### config.mk
export PLATFORM = sky130hd
export DESIGN_NAME = uart_tx_arbiter
export DESIGN_NICKNAME = d
export VERILOG_FILES = /design/src/rtl/uart_pkg.sv /design/src/rtl/rr_pick.sv /design/src/rtl/uart_tx_arbiter.sv
export SDC_FILE = /design/constraint.sdc
export NUM_CORES = 1
export LEC_CHECK = 0
export BUFFER_PORTS_ARGS = -buffer_cell sky130_fd_sc_hd__buf_2
export CELL_PAD_IN_SITES_DETAIL_PLACEMENT = 0
export CELL_PAD_IN_SITES_GLOBAL_PLACEMENT = 1
export CORE_MARGIN = 2
export CORE_UTILIZATION = 33
export CTS_CLUSTER_DIAMETER = 60
export DETAILED_ROUTE_END_ITERATION = 10
export MAX_ROUTING_LAYER = met4
export PLACE_DENSITY = 0.88
export SETUP_SLACK_MARGIN = 0.2
export SYNTH_ARGS = -nofsm -noshare
export SYNTH_HDL_FRONTEND = slang
export SYNTH_HIERARCHICAL = 1
export SYNTH_SLANG_ARGS = --single-unit
### constraint.sdc
create_clock -name clk_in -period 2.26 [get_ports clk_in]
set_input_delay 0.452 -clock clk_in [delete_from_list [all_inputs] [get_ports clk_in]]
set_output_delay 0.452 -clock clk_in [all_outputs]
set_load 0.005 [all_outputs]
### src/rtl/uart_pkg.sv
// uart_pkg: shared state encoding and constants for the uart transmit path
package uart_pkg;
  typedef enum logic [1:0] {IDLE, ISSUE, WAIT_BUSY, WAIT_DONE} arb_state_t;
  localparam int UART_BAUD_CYCLES = 33;
  localparam int MAX_BURST_DEFAULT = 16;
endpackage

### src/rtl/rr_pick.sv
// rr_pick: combinational round-robin pick of the first valid index at or after ptr
module rr_pick #(
  parameter int N = 4
) (
  input  logic [N-1:0]         valid,
  input  logic [$clog2(N)-1:0] ptr,
  output logic [N-1:0]         pick,
  output logic                 any
);
  always_comb begin
    pick = '0;
    for (int k = N - 1; k >= 0; k--) begin
      if (valid[(int'(ptr) + k) % N]) begin
        pick = '0;
        pick[(int'(ptr) + k) % N] = 1'b1;
      end
    end
  end
  assign any = |valid;
endmodule

### src/rtl/uart_tx_arbiter.sv
// uart_tx_arbiter: packet-locked round-robin sharing of one uart_tx among NUM_REQ byte streams
module uart_tx_arbiter
  import uart_pkg::*;
#(
  parameter int NUM_REQ   = 4,
  parameter int MAX_BURST = MAX_BURST_DEFAULT
) (
  input  logic                    clk_in,
  input  logic                    rst_in,
  input  logic [NUM_REQ-1:0]      req_valid_in,
  input  logic [NUM_REQ-1:0][7:0] req_byte_in,
  input  logic [NUM_REQ-1:0]      req_last_in,
  output logic [NUM_REQ-1:0]      req_ready_out,
  output logic                    tx_valid_out,
  output logic [7:0]              tx_byte_out,
  input  logic                    tx_ready_in,
  output logic [NUM_REQ-1:0]      grant_out,
  output logic                    busy_out
);
  localparam int IW = $clog2(NUM_REQ);
  localparam int CW = $clog2(MAX_BURST + 1);
  arb_state_t state, state_nx;
  logic [NUM_REQ-1:0] grant, pick;
  logic [IW-1:0] ptr, gidx, pick_idx;
  logic [CW-1:0] cnt;
  logic any, last_q, accept, rotate;
  rr_pick #(.N(NUM_REQ)) u_pick (
    .valid(req_valid_in),
    .ptr  (ptr),
    .pick (pick),
    .any  (any)
  );
  always_comb begin
    pick_idx = '0;
    for (int i = 0; i < NUM_REQ; i++) if (pick[i]) pick_idx = IW'(i);
  end
  assign accept = state == ISSUE && (req_valid_in & grant) != '0 && tx_ready_in;
  assign rotate = state == WAIT_DONE && tx_ready_in && (last_q || cnt == CW'(MAX_BURST));
  always_comb begin
    state_nx = state;
    state_nx = state == IDLE      ? (any ? ISSUE : IDLE) :
               state == ISSUE     ? (accept ? WAIT_BUSY : ISSUE) :
               state == WAIT_BUSY ? (tx_ready_in ? WAIT_BUSY : WAIT_DONE) :
                                    (tx_ready_in ? (rotate ? IDLE : ISSUE) : WAIT_DONE);
  end
  always_ff @(posedge clk_in) begin
    if (rst_in) begin
      state        <= IDLE;
      grant        <= '0;
      gidx         <= '0;
      ptr          <= '0;
      cnt          <= '0;
      last_q       <= 1'b0;
      tx_valid_out <= 1'b0;
      tx_byte_out  <= 8'h00;
    end else begin
      state        <= state_nx;
      tx_valid_out <= accept;
      if (state == IDLE && any) begin
        grant <= pick;
        gidx  <= pick_idx;
        cnt   <= '0;
      end
      if (accept) begin
        tx_byte_out <= req_byte_in[gidx];
        last_q      <= req_last_in[gidx];
        cnt         <= cnt + CW'(1);
      end
      if (rotate) begin
        grant <= '0;
        ptr   <= gidx == IW'(NUM_REQ - 1) ? '0 : gidx + IW'(1);
      end
    end
  end
  assign req_ready_out = accept ? grant : '0;
  assign grant_out     = grant;
  assign busy_out      = state != IDLE;
endmodule

==> metrics.md <==
| Metric | Value |
|---|---|
| Pre-antenna DRT Iters | 4 |
| Main combinational cell family by area after synthesis | simple AND/OR/NAND/NOR gates |
| Worst hold start | tx_byte_out[6]$_SDFFE_PP0P_ |
| Post-Synth XOR/XNOR Area | 0 |
| First-pass GRT wire length | ~7.0 mm |
| Core area | 5070 sq um |
| Worst reg2reg startpoint | ptr[0]$_SDFFE_PP0P_ |
| Die H | 76.4 um |
| TNS Setup | 0 ns |
| Clock slew at reported path FFs | 0.09 ns |
| Syn_area_per_cell | 8.91 sq um |
| Final hold vios | 0 |
| Area fraction in compound gates after synthesis | 0.163 |
| WP data arrival | 2.12 ns |
| HPWL after detailed placement | 3.13 mm |
| Initial DRC count | 57 |
| Status | completed |
| Vias in the first global route | 1569 |
| Die area | 5830 sq um |
| Synth async-reset ratio | 0 |
| Max-cap violations | 0 |
| Worst reg2reg path depth | 8 |
| Total Power | about 0.00095 W |
| Final worst slack | slightly below 0.3 ns |
| Yosys reg bits | 25 |
| Synth Cell Area | ~1700 sq um |
| Final Max Slew Viols | 0 |
| Initial Util | 0.341 |
| R2R setup slack | 0.29 ns |
| Worst Setup End Kind | flip-flop |
| Die Wd | between 70 and 80 um |
| Vias/cell | approximately 4.9 |
| # diodes | 0 |
| Worst setup SP type | flip-flop |
| Port Buffers | 60 |
| Worst Skew | 0.00228 ns |
| RD Place Congestion | 0.776 |
| Core Rows | 26 |
| Hold Path Stages | 2 |
| Final period util | 0.872 |
| Mux contribution to synthesized area | 0.198 |
| Share of layout cells above drive strength 1 | 0.401 |
| RSZ-0062 raised after global routing | yes |
| Simple-Gate Fraction of Synth Area | 0.219 |
| Critical Path Fanout Max | 6 |
| Seq/Total Area, Yosys | 0.289 |
| ANT nets after route | 0 |
| Yosys cell types | 36 |
| Slowest CP cell | dfxtp_4 |
| Clock Tree Buf Depth | 2 |
| Layout Area Growth over Synthesis | 28.9% |
| Commonest non-fill, non-tap cells in the layout | buf_2, nand2_1, dfxtp_1, a21oi_1, mux4_2 |
| TritonCTS clock tree | built |
| Final Critical Period | 1.97 ns |
| Pwr/cell area | 425 nW/um^2 |
| Post-synthesis net count | about 250 |
| Worst Hold Endpoint | tx_byte_out[6]$_SDFFE_PP0P_ |
| GR Util All Layers | 0.149 |
| # clock sinks | 25 |
| Htree depth | 1 |
| Final wirelength | about 4.1 mm |
| Final setup viols | 0 |
| Adder-Cell Fraction of Synth Area | 0.0796 |
| Ys flop type | dfxtp_1 |
| Crit Path Category | flip-flop to flip-flop |
| Total number of vias | approximately 1.6k |
| CTS Hold Bufs | 0 |
| Reg2reg end | gidx[1]$_SDFFE_PP0P_ |
| Crit-path cells | inv_2, ha_4, mux4_2, a211oi_4, o31ai_4, buf_4, nor3_2, nor3_1 |
| EDFF count, synth | 0 |
| Post-Synthesis Cells | between 150 and 200 |
| Commonest non-fill, non-tap cell in the layout | buf_2 |
| HP Class | flip-flop to flip-flop |
| Leakage | 0.928 nW |
| DRC | 0 |
| Root buffer cell | clkbuf_8 |
| Synth warn | 6 |
| CTS Buf Count | 3 |
| CP Data Required Time | approximately 2.4 ns |
| # IOs | slightly above 60 |
| Max_slew headroom | 0.542 |
| Peak supply drop | 289 uV |
| Worst Tran Pin Value | 0.687 ns |
| Antenna violations before repair | 0 |
| Routed WL per cell | 12.5 um |
| Max Clk Rate | 0.507 GHz |
| Post-place setup slack | around 0.10 ns |
| Nets | 312 |
| Largest net degree at the start of global routing | 24 |
| GRT overflow | 0 |
| Clk_lat worst skew | 0.27 ns |
| Slowest stage delay, CP | 0.40 ns |
==> sequential cells by signal, summed over array words and instances (netlist names) <==
name and flops:
cnt 5, grant_out 4, gidx 2, ptr 2, last_q 1, tx_byte_out 8
tx_valid_out 1, state 2
==> what timing repair did <==
item | in CTS | in global routing
cloned | 0 | 0
setup endpoints to repair | 1 | 3
setup buffers | 2 | 2
pin swaps | 1 | 4
gates resized for setup | 3 | 13
==> cells in the mapped netlist (2+ instances only) <==
master    instances  area share
a21oi_1          19       0.055
a22oi_1           2      0.0087
a31oi_1           3       0.011
and2_1            4       0.014
buf_4             3       0.013
clkbuf_1          3      0.0065
dfxtp_1          25        0.29
ha_1             11       0.080
inv_1             9       0.020
mux2i_1           5       0.029
mux4_2           13        0.17
nand2_1          42       0.091
nand2b_1          5       0.018
nand3_1           5       0.014
nor2_1            6       0.013
nor2b_1           6       0.022
nor3_1            4       0.012
o21ai_0           7       0.020
o22ai_1           5       0.018
==> critical path, delay by kind of cell, from the launching register on <==
family          cells  cell delay (ns)
flops               1             0.40
mux                 1             0.39
buf+inv             2             0.21
compound gates      2             0.35
fa+ha+maj           1             0.28
simple gates        2             0.22
==> routing by layer <==
layer	wire [um]	up-vias	GRT usage
met5	0	-	-
met4	50	0	0.0436
met3	145	4	0.0190
met2	1870	37	0.242
met1	2030	733	0.196
li1	-	816	-
==> power breakdown <==
group	internal (W)	switching, W
clock network	0.000123	0.000142
registers	0.000455	0.0000289
logic	0.000108	0.0000902
total	0.000687	0.000261
==> how the worst max path moves through the flow <==
stage                                    from                    to  slack (ns)  cells after the start
final                     ptr[0]$_SDFFE_PP0P_  gidx[1]$_SDFFE_PP0P_        0.29                      8
after global routing      ptr[0]$_SDFFE_PP0P_  gidx[0]$_SDFFE_PP0P_        0.20                      9
after CTS                 ptr[0]$_SDFFE_PP0P_  gidx[0]$_SDFFE_PP0P_        0.23                      7
after detailed placement  ptr[0]$_SDFFE_PP0P_  gidx[0]$_SDFFE_PP0P_        0.10                      8
after global placement    ptr[0]$_SDFFE_PP0P_  gidx[0]$_SDFFE_PP0P_        0.19                      8
after floorplan           ptr[0]$_SDFFE_PP0P_  gidx[0]$_SDFFE_PP0P_        0.23                      9
==> cell type report <==
cell class / instances / area, sq um
Fill cell: 543 / 2850
Multi-Input combinational cell: 151 / 1190
Sequential cell: 25 / 505
Timing Repair Buffer: 67 / 358
Tap cell: 70 / 87.6
Clock buffer: 3 / 41.3
Inverter: 10 / 38.8
Clock inverter: 1 / 5.00
==> kinds of logic (layout without fill, tap and decap cells) <==
| family | Yosys count | after routing |
|---|---|---|
| AOI/OAI and AO/OA | 43 | 43 |
| adders and majority gates | 11 | 11 |
| buffers and inverters | 18 | 81 |
| DFF | 25 | 25 |
| muxes | 18 | 18 |
| and+or+nand+nor | 79 | 79 |
==> per-stage QoR <==
stage               cells   util  hold slack, ns  area (sq um)
global route          327  0.439           0.476          2230
CTS                   325  0.427           0.456          2170
floorplan             194      -           0.453          1730
detailed placement    319  0.412           0.445          2090
global placement      319  0.412           0.439          2090
finish                327  0.439           0.455          2230
Power figures use the tool's default switching activity.
